===== src/rtl/score_argmax_reader_pkg.sv =====
// Shared types and constants for the classifier score argmax reader.
package score_argmax_reader_pkg;

  localparam int DATA_W      = 16;
  localparam int NUM_CLASSES = 10;
  localparam int IDX_W       = 4;

  localparam logic signed [DATA_W-1:0] SCORE_MIN = 16'sh8000;

  typedef enum logic [2:0] {
    ST_IDLE    = 3'd0,
    ST_SETTLE  = 3'd1,
    ST_CAPTURE = 3'd2,
    ST_SCAN    = 3'd3,
    ST_DONE    = 3'd4
  } state_t;

  // Winner minus runner-up, formed over DATA_W+1 bits. The running best
  // never drops below the runner-up, so the low DATA_W bits hold the
  // exact unsigned difference.
  function automatic logic [DATA_W-1:0] calc_margin(
    input logic signed [DATA_W-1:0] best,
    input logic signed [DATA_W-1:0] second
  );
    return DATA_W'({best[DATA_W-1], best} - {second[DATA_W-1], second});
  endfunction

endpackage


===== src/rtl/score_argmax_reader_if.sv =====
// Result handshake bundle: winning index, its score and margin, valid/ready.
interface score_argmax_reader_if import score_argmax_reader_pkg::*; ();

  logic                     result_valid;
  logic                     result_ready;
  logic [IDX_W-1:0]         class_idx;
  logic signed [DATA_W-1:0] max_score;
  logic [DATA_W-1:0]        margin;

  modport master (
    output result_valid, class_idx, max_score, margin,
    input  result_ready
  );

  modport slave (
    input  result_valid, class_idx, max_score, margin,
    output result_ready
  );

endinterface


===== src/rtl/score_argmax_reader_max_update.sv =====
// One step of the running max / runner-up tracker. Strict compare keeps the
// lowest index on ties.
module score_argmax_reader_max_update
  import score_argmax_reader_pkg::*;
(
  input  logic signed [DATA_W-1:0] best,
  input  logic signed [DATA_W-1:0] second,
  input  logic [IDX_W-1:0]         best_idx,
  input  logic signed [DATA_W-1:0] cand,
  input  logic [IDX_W-1:0]         cand_idx,
  output logic signed [DATA_W-1:0] best_nxt,
  output logic signed [DATA_W-1:0] second_nxt,
  output logic [IDX_W-1:0]         best_idx_nxt
);

  // Fold one candidate into the (best, second, best_idx) triple.
  always_comb begin
    best_nxt     = best;
    second_nxt   = second;
    best_idx_nxt = best_idx;
    if (cand > best) begin
      second_nxt   = best;
      best_nxt     = cand;
      best_idx_nxt = cand_idx;
    end else if (cand > second) begin
      second_nxt = cand;
    end else begin
      second_nxt = second;
    end
  end

endmodule


===== src/rtl/score_argmax_reader.sv =====
// Waits for the layer-3 enable edge, settles, snapshots the ten class scores,
// scans them one per cycle and presents the argmax on a valid/ready port.
module score_argmax_reader
  import score_argmax_reader_pkg::*;
#(
  parameter int unsigned SETTLE_CYCLES = 4
)
(
  input  logic                     clk,
  input  logic                     reset,
  input  logic                     enableLayer3,
  input  logic signed [DATA_W-1:0] score0,
  input  logic signed [DATA_W-1:0] score1,
  input  logic signed [DATA_W-1:0] score2,
  input  logic signed [DATA_W-1:0] score3,
  input  logic signed [DATA_W-1:0] score4,
  input  logic signed [DATA_W-1:0] score5,
  input  logic signed [DATA_W-1:0] score6,
  input  logic signed [DATA_W-1:0] score7,
  input  logic signed [DATA_W-1:0] score8,
  input  logic signed [DATA_W-1:0] score9,
  output logic                     busy,
  score_argmax_reader_if.master    res
);

  localparam logic [3:0]       SETTLE_LAST = 4'(SETTLE_CYCLES - 1);
  localparam logic [IDX_W-1:0] IDX_LAST    = IDX_W'(NUM_CLASSES - 1);

  state_t                   state_r;
  logic                     enable_q_r;
  logic [3:0]               settle_cnt_r;
  logic [IDX_W-1:0]         idx_r;
  logic signed [DATA_W-1:0] snap_r [NUM_CLASSES];
  logic signed [DATA_W-1:0] best_r;
  logic signed [DATA_W-1:0] second_r;
  logic [IDX_W-1:0]         best_idx_r;
  logic                     result_valid_r;
  logic [IDX_W-1:0]         class_idx_r;
  logic signed [DATA_W-1:0] max_score_r;
  logic [DATA_W-1:0]        margin_r;
  logic                     busy_r;

  logic                     rise_s;
  logic signed [DATA_W-1:0] score_in_s [NUM_CLASSES];
  logic signed [DATA_W-1:0] best_nxt_s;
  logic signed [DATA_W-1:0] second_nxt_s;
  logic [IDX_W-1:0]         best_idx_nxt_s;

  assign rise_s     = enableLayer3 & ~enable_q_r;
  assign score_in_s = '{score0, score1, score2, score3, score4,
                        score5, score6, score7, score8, score9};

  assign res.result_valid = result_valid_r;
  assign res.class_idx    = class_idx_r;
  assign res.max_score    = max_score_r;
  assign res.margin       = margin_r;
  assign busy             = busy_r;

  score_argmax_reader_max_update u_max_update (
    .best         (best_r),
    .second       (second_r),
    .best_idx     (best_idx_r),
    .cand         (snap_r[idx_r]),
    .cand_idx     (idx_r),
    .best_nxt     (best_nxt_s),
    .second_nxt   (second_nxt_s),
    .best_idx_nxt (best_idx_nxt_s)
  );

  // Control FSM with snapshot, scan accumulators and registered result port.
  always_ff @(posedge clk or negedge reset) begin
    if (!reset) begin
      state_r        <= ST_IDLE;
      enable_q_r     <= 1'b0;
      settle_cnt_r   <= 4'd0;
      idx_r          <= {IDX_W{1'b0}};
      best_r         <= {DATA_W{1'b0}};
      second_r       <= {DATA_W{1'b0}};
      best_idx_r     <= {IDX_W{1'b0}};
      result_valid_r <= 1'b0;
      class_idx_r    <= {IDX_W{1'b0}};
      max_score_r    <= {DATA_W{1'b0}};
      margin_r       <= {DATA_W{1'b0}};
      busy_r         <= 1'b0;
      for (int i = 0; i < NUM_CLASSES; i++) begin
        snap_r[i] <= {DATA_W{1'b0}};
      end
    end else begin
      enable_q_r <= enableLayer3;
      case (state_r)
        ST_IDLE: begin
          if (rise_s) begin
            busy_r       <= 1'b1;
            settle_cnt_r <= 4'd0;
            state_r      <= (SETTLE_CYCLES == 0) ? ST_CAPTURE : ST_SETTLE;
          end
        end
        ST_SETTLE: begin
          if (settle_cnt_r == SETTLE_LAST) begin
            state_r <= ST_CAPTURE;
          end else begin
            settle_cnt_r <= settle_cnt_r + 4'd1;
          end
        end
        ST_CAPTURE: begin
          for (int i = 0; i < NUM_CLASSES; i++) begin
            snap_r[i] <= score_in_s[i];
          end
          best_r     <= score_in_s[0];
          best_idx_r <= {IDX_W{1'b0}};
          second_r   <= SCORE_MIN;
          idx_r      <= IDX_W'(1);
          state_r    <= ST_SCAN;
        end
        ST_SCAN: begin
          best_r     <= best_nxt_s;
          second_r   <= second_nxt_s;
          best_idx_r <= best_idx_nxt_s;
          if (idx_r == IDX_LAST) begin
            state_r <= ST_DONE;
          end else begin
            idx_r <= idx_r + IDX_W'(1);
          end
        end
        ST_DONE: begin
          if (!result_valid_r) begin
            class_idx_r    <= best_idx_r;
            max_score_r    <= best_r;
            margin_r       <= calc_margin(best_r, second_r);
            result_valid_r <= 1'b1;
          end else if (res.result_ready) begin
            result_valid_r <= 1'b0;
            busy_r         <= 1'b0;
            state_r        <= ST_IDLE;
          end
        end
        default: begin
          state_r        <= ST_IDLE;
          busy_r         <= 1'b0;
          result_valid_r <= 1'b0;
        end
      endcase
    end
  end

endmodule


===== src/flat_wrapper.sv =====
// flat-port wrapper written by rule: the top's interface ports become plain ports
module score_argmax_reader_flat import score_argmax_reader_pkg::*;
#(
  parameter int unsigned SETTLE_CYCLES = 4
)
  (clk, reset, enableLayer3, score0, score1, score2, score3, score4, score5, score6, score7, score8, score9, busy, res_result_valid, res_class_idx, res_max_score, res_margin, res_result_ready);
  score_argmax_reader_if res_i ();
  input  logic clk;
  input  logic reset;
  input  logic enableLayer3;
  input  logic signed [DATA_W-1:0] score0;
  input  logic signed [DATA_W-1:0] score1;
  input  logic signed [DATA_W-1:0] score2;
  input  logic signed [DATA_W-1:0] score3;
  input  logic signed [DATA_W-1:0] score4;
  input  logic signed [DATA_W-1:0] score5;
  input  logic signed [DATA_W-1:0] score6;
  input  logic signed [DATA_W-1:0] score7;
  input  logic signed [DATA_W-1:0] score8;
  input  logic signed [DATA_W-1:0] score9;
  output logic busy;
  output wire logic [$bits(res_i.result_valid)-1:0] res_result_valid;
  output wire logic [$bits(res_i.class_idx)-1:0] res_class_idx;
  output wire logic [$bits(res_i.max_score)-1:0] res_max_score;
  output wire logic [$bits(res_i.margin)-1:0] res_margin;
  input wire logic [$bits(res_i.result_ready)-1:0] res_result_ready;
  assign res_result_valid = res_i.result_valid;
  assign res_class_idx = res_i.class_idx;
  assign res_max_score = res_i.max_score;
  assign res_margin = res_i.margin;
  assign res_i.result_ready = res_result_ready;
  score_argmax_reader #(.SETTLE_CYCLES(SETTLE_CYCLES)) u_core (.clk(clk), .reset(reset), .enableLayer3(enableLayer3), .score0(score0), .score1(score1), .score2(score2), .score3(score3), .score4(score4), .score5(score5), .score6(score6), .score7(score7), .score8(score8), .score9(score9), .busy(busy), .res(res_i));
endmodule

===== config.mk =====
export PLATFORM = sky130hd
export DESIGN_NAME = score_argmax_reader_flat
export DESIGN_NICKNAME = d
export VERILOG_FILES = /design/src/rtl/score_argmax_reader_pkg.sv /design/src/rtl/score_argmax_reader_if.sv /design/src/rtl/score_argmax_reader_max_update.sv /design/src/rtl/score_argmax_reader.sv /design/src/flat_wrapper.sv
export SDC_FILE = /design/constraint.sdc
export NUM_CORES = 1
export LEC_CHECK = 0
export CAP_MARGIN = 25
export CORE_MARGIN = 1
export CORE_UTILIZATION = 54
export DETAILED_ROUTE_END_ITERATION = 10
export PLACE_DENSITY = 0.91
export SYNTH_ARGS = -nofsm -noshare
export SYNTH_HDL_FRONTEND = slang
export SYNTH_SLANG_ARGS = --single-unit

===== constraint.sdc =====
create_clock -name clk -period 4.6 [get_ports clk]
set_clock_uncertainty 0.2 [all_clocks]
set_input_delay 0.92 -clock clk [delete_from_list [all_inputs] [get_ports clk]]
set_output_delay 0.92 -clock clk [all_outputs]
set_load 0.05 [all_outputs]

* Yosys cells after proc, flatten, opt, wreduce, memory -nomap -nowiden
Index checks and enable logic that the tools add are counted.
** Word-level totals
- Bits in registers :: 246
- Input port bits :: 164
- Output and inout port bits :: 38
- Word-level logic and storage cells :: 88
** Operators by class
- Add/subtract/negate cells :: 3
- $lt $le $gt $ge :: 3
- Equality and inequality tests :: 15
- Multiplexer cells :: 28
- Bitwise logic cells :: 5
- Reductions and logical operators :: 12
** Operators with widths (number)
- $mux 16 :: 5
- $bmux 16 s4 :: 1
- $pmux 16 s2 :: 2
- $gt 16x16->1 :: 2
- $pmux 4 s2 :: 3
- $mux 4 :: 4
- $sub 16x16->16 :: 1
- $mux 3 :: 5
- $pmux 3 s5 :: 1
- $add 4x1->4 const B :: 2
- $ne 2x1->1 const B :: 4
- $ne 2x2->1 const B :: 4
- $reduce_and 2->1 :: 4
- $eq 3x2->1 const B :: 2
- $ge 5x5->1 const B :: 1
- $mux 1 :: 5
- $not 4->5 :: 1
- $reduce_and 5->1 :: 1
- $eq 4x2->1 const B :: 1
- $eq 4x4->1 const B :: 1
- $reduce_and 4->1 :: 1
- $reduce_bool 2->1 :: 2
- $reduce_or 4->1 :: 1
- $eq 3x1->1 const B :: 1
- other kinds (9) :: 11

* Longest topological paths before layout
Gate-level depths: netlist of the first run.
- Depth after elaboration :: 8
- Depth in mapped cells :: 17
- Mapped depth without buffers :: 13

* By module
Synthesis of the first run repeated with hierarchy kept, for this count alone.
** Second synthesis, totals
- Cells, all modules :: 1171
- Area total of the unflattened synthesis :: 13269.0 um2
** Modules (own cells, without submodules)
- score_argmax_reader :: times used 1, cells an instance 954, area an instance 11634.9 um2, sequential area each 6155.9 um2
- score_argmax_reader_max_update :: times used 1, cells an instance 217, area an instance 1634.1 um2, sequential area each 0.0 um2

* Least setup slack after synthesis of the first run
No wires, ideal clock.
- Path type :: register to register
- Start point :: register u_core.idx_r[0]
- End point :: register u_core.second_r[15]
- Setup time :: 120 ps
- Data arrival time :: 3784 ps
- Path slack :: 496 ps
- Cell stages (with the launch flop) :: 16
- Path through :: dfrtp_1 -> buf_2 -> buf_2 -> mux4_2 -> a22o_1 -> a22oi_1 -> inv_1 -> ha_1 -> a21o_1 -> a21oi_1 -> o221ai_1 -> o311a_1 -> or2_1 -> buf_6 -> or3_1 -> o211a_1
** On the way
- Cells in the longest elaborated chain, start to end :: 7
- Elaborated cells on any way between the ends :: 11
- Classes of those cells :: order compare (2); eq/ne (1); mux (6); bitwise (1); reduce/logical (1)
** Ends and longest elaborated chain
- start, declared :: line score_argmax_reader.sv:32 : logic [IDX_W-1:0] idx_r;
- start signal, assigned :: line score_argmax_reader.sv:76 : idx_r <= {IDX_W{1'b0}};
- start signal, assigned :: line score_argmax_reader.sv:122 : idx_r <= idx_r + IDX_W'(1);
- $not 4->5 (not written as such) (*) :: line score_argmax_reader.sv:63 : .cand (snap_r[idx_r]),
- $bmux 16 s4 (*) :: line score_argmax_reader.sv:63
- $mux 16 (not written as such) (*) (2 in a row) :: line score_argmax_reader.sv:63
- $gt 16x16->1 (tied with other cells) :: line score_argmax_reader_max_update.sv:21 : if (cand > best) begin
- $mux 16 or $ne 3x3->1 (tied branches)
- $pmux 16 s2 or $reduce_and 2->1 (tied branches)
- end signal, assigned :: line score_argmax_reader.sv:78 : second_r <= {DATA_W{1'b0}};
- end signal, assigned :: line score_argmax_reader.sv:117 : second_r <= second_nxt_s;
- end, declared :: line score_argmax_reader.sv:35 : logic signed [DATA_W-1:0] second_r;
Mark *: on every way between the ends. The rest lies on a longest branch, timed or not. The select of a mux whose other input is x is not followed.
A chain may end at the register's enable or synchronous reset.

* Worst setup path after layout of the first run
- Start point :: register u_core.idx_r[0]
- End point :: register u_core.second_r[1]
Same word-level chain as after synthesis.

==> results of run 1 <==
## kinds of logic (layout without fill, tap and decap cells)
kind of cell	Yosys count	after routing	synth area share (%)
XOR/XNOR	16	16	1.13
AO/OA/AOI/OAI	190	190	10.9
adder cells (fa/ha/maj)	51	51	5.22
AND/OR/NAND/NOR	656	656	21.1
buffers and inverters	129	340	4.25
multiplexers	51	51	7.54
flip-flops	246	246	49.8
## power by group
| part | internal [mW] | switching (mW) | leakage [nW] |
|---|---|---|---|
| Clock | 1.27 | 0.904 | 0.436 |
| Sequential | 3.17 | 0.769 | 3.06 |
| Combinational | 2.50 | 3.60 | 4.10 |
| Total | 6.94 | 5.27 | 7.59 |
## stage by stage
stage	cells	instance area, sq um	util [%]
CTS	1824	15700	70.6
finish	1830	15700	71.0
detailed placement	1776	14800	66.6
global placement	1775	14700	66.5
floorplan	1339	12400	-
global route	1830	15700	71.0
## metal layers
layer	up-vias	routed length (microns)	track usage (%)
li1	4884	-	-
met1	5288	14000	40.3
met2	677	17500	50.8
met3	108	3540	6.72
met4	0	1520	12.8
met5	-	0	0
## registers in the layout, indices dropped and copies added, names as in the netlist
| signal | cells |
|---|---|
| u_core.res.result_valid | 1 |
| u_core.best_idx_r | 4 |
| u_core.state_r | 3 |
| u_core.busy | 1 |
| u_core.idx_r | 4 |
| u_core.best_r | 16 |
| u_core.second_r | 16 |
| u_core.res.margin | 16 |
| u_core.enable_q_r | 1 |
| u_core.res.max_score | 16 |
| u_core.res.class_idx | 4 |
| u_core.settle_cnt_r | 4 |
| u_core.snap_r | 160 |
## worst max-delay path: stages, from the launching register on
cell	delay (ns)
dfrtp_4	0.55
buf_4	0.16
mux4_2	0.50
a22o_1	0.27
a22oi_1	0.31
inv_1	0.12
ha_1	0.31
a21oi_1	0.14
o21a_1	0.16
o221ai_1	0.16
o311a_1	0.41
or2_2	0.42
buf_4	0.21
o311ai_0	0.40
## what timing repair did
| item | in CTS | in global routing |
|---|---|---|
| setup endpoints to repair | 0 | 25 |
| resized for setup | 0 | 4 |
| buffers inserted | 0 | 6 |
| hold buffers | 0 | 0 |
## cell usage after synthesis (3+ instances only)
library cell / instances
ha_1: 50
nor2_1: 40
mux2_2: 17
dfrtp_1: 246
o311ai_0: 6
nand2_1: 540
nor2b_1: 6
a21o_1: 24
o21ai_0: 44
nor3_1: 4
a21oi_1: 24
a22o_1: 15
nand3b_1: 3
clkbuf_1: 54
a32o_1: 4
xor2_1: 8
nand4_1: 9
a211oi_1: 22
inv_1: 55
mux4_2: 32
o211ai_1: 4
a22oi_1: 16
xnor2_1: 8
nand3_1: 39
nand2b_1: 4
buf_2: 12
buf_4: 3
o311ai_1: 9
## worst min-delay path by stage
stage	start	slack [ns]	cells after the start	end
2_1_floorplan	u_core.best_idx_r[0]$_DFFE_PN0P_	0.24	2	u_core.res.class_idx[0]$_DFFE_PN0P_
3_3_place_gp	u_core.snap_r[140]$_DFFE_PN0P_	0.25	2	u_core.snap_r[140]$_DFFE_PN0P_
3_5_place_dp	u_core.snap_r[100]$_DFFE_PN0P_	0.26	2	u_core.snap_r[100]$_DFFE_PN0P_
4_1_cts	reset	0.20	1	u_core.snap_r[34]$_DFFE_PN0P_
5_1_grt	reset	0.23	1	u_core.snap_r[68]$_DFFE_PN0P_
6_report	reset	0.16	1	u_core.snap_r[34]$_DFFE_PN0P_
## final cells by class
type	instances	area, sq um
multi-input combinational	964	5720
clock inverter	16	191
inverter	56	210
tap	280	350
timing repair buffer	236	2390
sequential	246	6160
clock buffer	32	703
fill	1459	6430
==> impl_metrics.tcl, run 1 <==
set metrics [dict create \
    clkTransAtPathRegs_ns 0.07 \
    fin_crit_sh_pct 98.1 \
    dp_hpwl_microns 25700 \
    initial_core_util_pct 55.8 \
    gp_congestion 0.960 \
    drtIter0Drc 1160 \
    worst_pin_slew_ns 0.850 \
    dieArea_sq_um 23500 \
    ant_nets 0 \
    cp-startpoint "u_core.idx_r[0]$_DFFE_PN0P_" \
    setup_tns_ns 0 \
    cts_num_sinks 246 \
    crit_end "u_core.second_r[1]$_DFFE_PN0P_" \
    synth_edf_count 0 \
    finalWirelength_microns 36500 \
    reg2reg_slack_ns 0.09 \
    setup_viol 0 \
    period_needed_ns 4.51 \
    final-max-slew-violation-count 0 \
    track_usage_pct 31.1 \
    postSynth.asyncResetShare_pct 100 \
    drive_gt1_share_pct 9.16 \
    ys_warn_count 0 \
    crit_arrival_ns 4.70 \
    reg2reg_depth 13 \
    p_per_area_nw_per_um2 777 \
    synth-main-ff-cell "dfrtp_1" \
    rsz0062_at_grt "no" \
    critPathMaxFanout 13 \
    hold_class "in2async" \
    drt_pass1_iterations 8 \
    synth_seq_cells 246 \
    crit_required_ns 4.78 \
    grt_pass1_vias 10900 \
    power.total_mw 12.2 \
    avgViaCountPerCell 5.99 \
    numPortBuffers 201 \
    timing.rr.end "u_core.second_r[1]$_DFFE_PN0P_" \
    critPathLaunchType "flop" \
    leakage_nw 7.59 \
    pre_cts_ws_ns 0.117 \
    cts_max_level 1 \
    num_vias 11000 \
    synth_nets 1554 \
    yosysTopAreaCell "dfrtp_1" \
    grt_overflow 0 \
    drv_cap 0 \
    finalHoldViolCount 0 \
    vdd_ir_drop_max_mv 0.296 \
    synth_cells 1339 \
    cts_tree "yes" \
    yosysUniqueCellTypes 59 \
    final_common_cell "nand2_1" \
    holdWs_ns 0.165 \
    antenna_cells 0 \
    row_count 54 \
    outcome "finished, final reports clean" \
    wl_per_cell_microns 20.0 \
    synth_top_area_share_pct 49.8 \
    cts_buffers 26 \
    grt_max_degree 103 \
    ctsLongestPathBuffers 3 \
    end_kind "flop" \
    syn_to_final_growth_pct 27.3 \
    drc_errors 0 \
    coreArea_sq_um 22200 \
    fin_nets 1745 \
    io_pins 202 \
    antenna_found_initial 0 \
    crit_type "reg2reg" \
    fp.dieW_microns 153 \
    r2r_start "u_core.idx_r[0]$_DFFE_PN0P_" \
    max_freq_mhz 222 \
    ys_seq_area_share_pct 49.8 \
    syn_area_sq_um 12400 \
    ctsRootBufferMaster "clkbuf_16" \
    grt_pass1_wl_microns 57300 \
    final_cell_mix "nand2_1, dfrtp_1, clkdlybuf4s50_1, inv_1, ha_1" \
    synth_area_leaders "dfrtp_1, nand2_1, mux4_2" \
    avgSynthCellArea_sq_um 9.23 \
    fp.dieH_microns 153 \
    clock_latency_ns 0.56 \
    maxSlewHeadroom_pct 43.3 \
    worst_slack_ns 0.0871 \
]
Power figures use the tool's default switching activity.
==> run 2: changes to the inputs <==
--- a/config.mk
+++ b/config.mk
@@ -6,10 +6,14 @@
 export NUM_CORES = 1
 export LEC_CHECK = 0
 export CAP_MARGIN = 25
+export CELL_PAD_IN_SITES_DETAIL_PLACEMENT = 0
+export CELL_PAD_IN_SITES_GLOBAL_PLACEMENT = 1
 export CORE_MARGIN = 1
-export CORE_UTILIZATION = 54
+export CORE_UTILIZATION = 44
 export DETAILED_ROUTE_END_ITERATION = 10
-export PLACE_DENSITY = 0.91
+export PLACE_DENSITY = 0.92
 export SYNTH_ARGS = -nofsm -noshare
 export SYNTH_HDL_FRONTEND = slang
+export SYNTH_HIERARCHICAL = 1
 export SYNTH_SLANG_ARGS = --single-unit
+export TNS_END_PERCENT = 1
==> impl_metrics.tcl, run 2 <==
set metrics [dict create \
    final_common_cell "dfrtp_1" \
    synth_seq_cells 246 \
    cts_tree "yes" \
    fp.dieH_microns 176 \
    row_count 63 \
    antenna_cells 0 \
    grt_overflow 0 \
    ys_warn_count 6 \
    critPathMaxFanout 21 \
    synth_edf_count 0 \
    ant_nets 0 \
    gp_congestion 0.916 \
    drive_gt1_share_pct 23.6 \
    crit_arrival_ns 4.58 \
    hold_class "in2async" \
    cpLargestDelayFamily "simple AND/OR/NAND/NOR gates" \
    synth-main-ff-cell "dfrtp_1" \
    clock_latency_ns 0.54 \
    grt_max_degree 125 \
    top_register "u_core/snap_r" \
    drc_errors 0 \
    num_vias 9884 \
    synth_top_family_by_area "multiplexers" \
    syn_to_final_growth_pct 26.2 \
    power.total_mw 14.7 \
    cts_num_sinks 246 \
    vdd_ir_drop_max_mv 0.556 \
    fin_nets 1583 \
    cts_max_level 1 \
    postSynth.asyncResetShare_pct 100 \
    synth-simple-area-share_pct 10.0 \
    yosysTopAreaCell "dfrtp_1" \
    final-max-slew-violation-count 0 \
    fill_cells 2462 \
    setup_tns_ns 0 \
    multiInputGateArea_sq_um 6540 \
    critPathLaunchType "flop" \
    final_cell_mix "dfrtp_1, clkdlybuf4s50_1, mux2_2, nand2_1, o21ai_0" \
    r2r_start "u_core/idx_r[0]$_DFFE_PN0P_" \
    pre_cts_ws_ns -0.0308 \
    synth_compound_area_share_pct 10.3 \
    path_cells "buf_12 -> mux4_2 -> a21oi_1 -> a21oi_1 -> buf_4 -> ha_1 -> nand4_1 -> nor4_1 -> o21ai_1 -> and4_1 -> or3_1 -> a31oi_1 -> nand2_1 -> o21ai_0" \
    period_needed_ns 4.32 \
    worst_slack_ns 0.278 \
    end_kind "flop" \
    setup_viol 0 \
    final-seq-area_sq_um 6160 \
    track_usage_pct 23.0 \
    worst-path-buf-inv 2 \
    yosysMostFrequentCell "dfrtp_1" \
    max_freq_mhz 231 \
    drt_pass1_iterations 5 \
    fin_crit_sh_pct 94.0 \
    p_per_area_nw_per_um2 877 \
    synth_nets 1386 \
    ctsRootBufferMaster "clkbuf_16" \
    io_pins 202 \
    leakage_nw 7.24 \
    grt_pass1_vias 10300 \
    synthMuxAreaShare_pct 23.5 \
    drtIter0Drc 697 \
    synth_cells 1171 \
    ys_seq_area_share_pct 46.4 \
    antenna_found_initial 3 \
    crit_path_top_delay_cell "mux4_2" \
    rsz0062_at_grt "no" \
    crit_type "reg2reg" \
    slowest_delay_ns 0.53 \
    cpMostUsedCell "a21oi_1" \
    syn_area_sq_um 13300 \
    finalWirelength_microns 34200 \
    synth_top_area_share_pct 46.4 \
    yosysUniqueCellTypes 69 \
    synth-adder-area-share_pct 4.87 \
    coreArea_sq_um 29600 \
    wl_per_cell_microns 19.2 \
    synth_xor_area_share_pct 0.594 \
    cp-startpoint "u_core/idx_r[0]$_DFFE_PN0P_" \
    dp_hpwl_microns 24800 \
    grt_pass1_wl_microns 55900 \
    crit_required_ns 4.85 \
    largest_reg_flops 160 \
    fp.dieW_microns 176 \
    maxSlewHeadroom_pct 30.6 \
    worst_pin_slew_ns 1.04 \
    synth_common_cells "dfrtp_1, mux2_2, nand2_1" \
    outcome "finished, final reports clean" \
    ctsLongestPathBuffers 3 \
    synth_area_leaders "dfrtp_1, mux2_2, mux4_2" \
    finalHoldViolCount 0 \
    avgViaCountPerCell 5.56 \
    cts_buffers 27 \
    initial_core_util_pct 44.8 \
    clkTransAtPathRegs_ns 0.06 \
    drv_cap 0 \
    avgSynthCellArea_sq_um 11.3 \
    numPortBuffers 201 \
    dieArea_sq_um 30900 \
]
==> run 2: changes by cell type after synthesis, sizes merged, moves of 21 or more <==
| cell | previous run | this run |
|---|---|---|
| nand2 | 540 | 150 |
| mux2 | 17 | 180 |
| a21oi | 24 | 72 |
| o21ai | 44 | 80 |
| nand3 | 39 | 8 |
| mux2i | 2 | 32 |
| clkbuf | 54 | 33 |
==> run 2: area by class of cell <==
cell class | instances | share of cell area, %
clock buffer | 42 | 4.79
clock inverter | 7 | 0.702
inverter | 54 | 1.21
multi-input combinational | 801 | 39.1
sequential | 246 | 36.8
tap | 390 | 2.91
timing repair buffer | 238 | 14.5
==> run 2: final timing paths <==
path / depth (start not counted) / slack [ns] / end
setup / recovery: 14 / 0.28 / u_core/second_r[0]$_DFFE_PN0P_
hold / removal: 1 / 0.20 / u_core/snap_r[50]$_DFFE_PN0P_
setup reg to reg: 14 / 0.28 / u_core/second_r[0]$_DFFE_PN0P_
hold reg to reg: 2 / 0.27 / u_core/res.class_idx[0]$_DFFE_PN0P_
max in group asynchronous: 2 / 3.00 / u_core/snap_r[71]$_DFFE_PN0P_
min in group clk: 2 / 0.27 / u_core/res.class_idx[0]$_DFFE_PN0P_
==> run 2: worst register-to-register path, delay by kind of cell (launching register included) <==
family | cells | cell delay [ns]
compound gates | 5 | 0.90
fa+ha+maj | 1 | 0.28
buf+inv | 2 | 0.39
flops | 1 | 0.48
mux | 1 | 0.54
simple gates | 5 | 1.44
==> run 2: per-stage QoR <==
step / area (sq um) / hold WS, ns / utilization, % / std cells
floorplan: 13300 / 0.255 / - / 1171
global placement: 15800 / 0.259 / 53.2 / 1726
detailed placement: 15800 / 0.265 / 53.2 / 1726
CTS: 16700 / 0.279 / 56.3 / 1775
global route: 16700 / 0.302 / 56.5 / 1778
finish: 16700 / 0.196 / 56.5 / 1778
==> run 2: cell families after synthesis <==
family | Yosys count
simple gates | 280
flops | 246
mux | 244
xor+xnor | 9
fa+ha+maj | 51
buf+inv | 125
compound gates | 216
==> run 2: power by group <==
part           internal [mW]  switching, mW
clock                   1.36          0.868
combinational           4.06           4.44
sequential              3.19          0.764
==> run 2: metal layers <==
layer | track usage, % | part of all wire (%)
met1 | 32.3 | 45
met2 | 36.2 | 46
met3 | 4.26 | 6.2
met4 | 6.99 | 2.9
met5 | 0 | 0.13
==> run 2: what timing repair did <==
action,in CTS,in global routing
cloned,0,1
pin swaps,0,1
hold buffers,0,0
buffers inserted,0,1
resized for setup,1,1
endpoints found under the setup margin,3,23
==> run 3: changes to the inputs <==
--- a/config.mk
+++ b/config.mk
@@ -9,9 +9,10 @@
 export CELL_PAD_IN_SITES_DETAIL_PLACEMENT = 0
 export CELL_PAD_IN_SITES_GLOBAL_PLACEMENT = 1
 export CORE_MARGIN = 1
-export CORE_UTILIZATION = 44
+export CORE_UTILIZATION = 45
+export CTS_BUF_LIST = sky130_fd_sc_hd__clkbuf_4 sky130_fd_sc_hd__clkbuf_8
 export DETAILED_ROUTE_END_ITERATION = 10
-export PLACE_DENSITY = 0.92
+export PLACE_DENSITY = 0.93
 export SYNTH_ARGS = -nofsm -noshare
 export SYNTH_HDL_FRONTEND = slang
 export SYNTH_HIERARCHICAL = 1
==> impl_metrics.tcl, run 3 (synthesis gave the netlist of run 2 again) <==
set metrics [dict create \
    outcome "finished, final reports clean" \
    timing.rr.end "u_core/second_r[7]$_DFFE_PN0P_" \
    crit_type "reg2reg" \
    drive_gt1_share_pct 24.8 \
    crit_path_top_delay_cell "nor4_1" \
    end_kind "flop" \
    seqPwrFrac_pct 28.0 \
    drt_pass1_iterations 5 \
    num_vias 9861 \
    switching_share_pct 42.5 \
    drtIter0Drc 779 \
    rsz0062_at_grt "no" \
    fin_nets 1596 \
    period_needed_ns 4.30 \
    crit_end "u_core/second_r[7]$_DFFE_PN0P_" \
    r2r_start "u_core/idx_r[0]$_DFFE_PN0P_" \
    ctsRootBufferMaster "clkbuf_8" \
    cp-startpoint "u_core/idx_r[0]$_DFFE_PN0P_" \
    gp_congestion 0.890 \
    fp.dieW_microns 174 \
    setup_viol 0 \
    crit_arrival_ns 4.51 \
    ctsLongestPathBuffers 3 \
    power_frac_clock_pct 13.0 \
    slowest_delay_ns 0.55 \
    fp.dieH_microns 174 \
    wl_per_cell_microns 19.5 \
    reg2reg_slack_ns 0.30 \
    top_register "u_core/snap_r" \
    drv_cap 0 \
    power_frac_comb_pct 59.0 \
    dp_hpwl_microns 25500 \
    antenna_found_initial 4 \
    initial_core_util_pct 46.0 \
    leakage_nw 7.19 \
    row_count 62 \
    io_pins 202 \
    final_cell_mix "dfrtp_1, clkdlybuf4s50_1, mux2_2, nand2_1, o21ai_0" \
    setup_tns_ns 0 \
    dr_wl_met2_microns 16300 \
    clock_latency_ns 0.56 \
    final_common_cell "dfrtp_1" \
    cts_tree "yes" \
    cellInternalPower_mw 8.24 \
    syn_to_final_growth_pct 24.9 \
    worst_pin_slew_ns 0.879 \
    cts_num_sinks 246 \
    p_per_area_nw_per_um2 864 \
    crit_required_ns 4.81 \
    hold_class "in2async" \
    cpMostUsedCell "buf_4" \
    grt_max_degree 113 \
    met1_length_microns 15900 \
    finalWirelength_microns 34700 \
    numPortBuffers 201 \
    clkTransAtPathRegs_ns 0.06 \
    fin_crit_sh_pct 93.5 \
    fin_area_sq_um 16600 \
    coreArea_sq_um 28900 \
    largest_reg_flops 160 \
    drc_errors 0 \
    finalHoldViolCount 0 \
    vdd_ir_drop_max_mv 0.672 \
    dieArea_sq_um 30200 \
    final-max-slew-violation-count 0 \
    grt_pass1_wl_microns 56000 \
    dr.max_layer_used "met5" \
    critPathLaunchType "flop" \
    critPathMaxFanout 16 \
    track_usage_pct 23.5 \
    maxSlewHeadroom_pct 41.4 \
    avgViaCountPerCell 5.52 \
    place_area_sq_um 15800 \
    path_cells "buf_4 -> mux4_2 -> a21oi_1 -> a21oi_1 -> buf_4 -> ha_1 -> nand4_1 -> nor4_1 -> o21ai_1 -> and4_1 -> buf_4 -> o21ai_0 -> a31oi_2 -> nand2_1 -> o21ai_0" \
    cts_max_level 2 \
    wl_met3_microns 1900 \
    reg2reg_depth 15 \
    cts_buffers 41 \
    ant_nets 0 \
    fill_cells 2394 \
    grt_overflow 0 \
    final_util_pct 57.4 \
    grt_pass1_vias 10200 \
    max_freq_mhz 232 \
    netSwitchingPower_mw 6.09 \
]
==> run 3: cell types whose count changed in the layout (fill, tap and decap cells not counted), moves of 3 or more <==
| cell | delta |
|---|---|
| clkbuf_4 | +12 |
| clkbuf_8 | +40 |
| bufinv_16 | -3 |
| clkbuf_1 | -8 |
| clkbuf_16 | -27 |
==> run 3: worst min path at each step <==
| stage | endpoint |
|---|---|
| after floorplan | u_core/res.class_idx[0]$_DFFE_PN0P_ |
| after global placement | u_core/res.max_score[4]$_DFFE_PN0P_ |
| after detailed placement | u_core/res.class_idx[0]$_DFFE_PN0P_ |
| after CTS | u_core/snap_r[17]$_DFFE_PN0P_ |
| after global routing | u_core/res.max_score[7]$_DFFE_PN0P_ |
| final | u_core/snap_r[17]$_DFFE_PN0P_ |
==> run 3: metrics by stage <==
step	power (mW)	cells	setup slack [ns]	hold WS, ns
after floorplan	10.2	1171	0.449	0.255
after global placement	12.1	1719	0.150	0.258
after detailed placement	12.3	1720	0.108	0.265
after CTS	14.3	1782	0.0645	0.262
after global routing	15.3	1784	0.0181	0.294
final	14.3	1785	0.298	0.235
==> run 3: power by group through the flow <==
stage | sequential [mW] | combinational (mW) | clock, mW
5_1_grt | 4.13 | 9.20 | 2.01
3_3_place_gp | 3.95 | 8.15 | 0
6_report | 4.00 | 8.45 | 1.87
3_5_place_dp | 4.02 | 8.31 | 0
2_1_floorplan | 4.08 | 6.12 | 0
4_1_cts | 3.99 | 8.36 | 1.92
==> run 3: critical path, delay by kind of cell (launching register included) <==
kind / cells / cell delay, ns
adder cells (fa/ha/maj): 1 / 0.29
multiplexers: 1 / 0.53
buffers and inverters: 3 / 0.64
flip-flops: 1 / 0.52
AND/OR/NAND/NOR: 4 / 0.98
AO/OA/AOI/OAI: 6 / 0.96
==> run 3: what timing repair did <==
action	in CTS	in global routing
setup buffers	0	2
endpoints found under the setup margin	0	33
endpoints found under the hold margin	0	0
resized for setup	0	2
hold buffers	0	0
==> run 3: final cells by class <==
type | count | area [sq um] | share of cell area (%)
antenna | 1 | 2.50 | 0.0151
clock buffer | 59 | 737 | 4.45
clock inverter | 3 | 25.0 | 0.151
inverter | 54 | 203 | 1.22
multi-input combinational | 800 | 6530 | 39.4
sequential | 246 | 6160 | 37.2
tap | 384 | 480 | 2.90
timing repair buffer | 238 | 2430 | 14.7
==> run 3: routing by layer <==
| metal | GRT usage (%) | vias to the layer above |
|---|---|---|
| met5 | 0 | - |
| met1 | 33.7 | 4859 |
| met3 | 3.90 | 52 |
| met2 | 37.3 | 318 |
| li1 | - | 4626 |
| met4 | 5.92 | 6 |
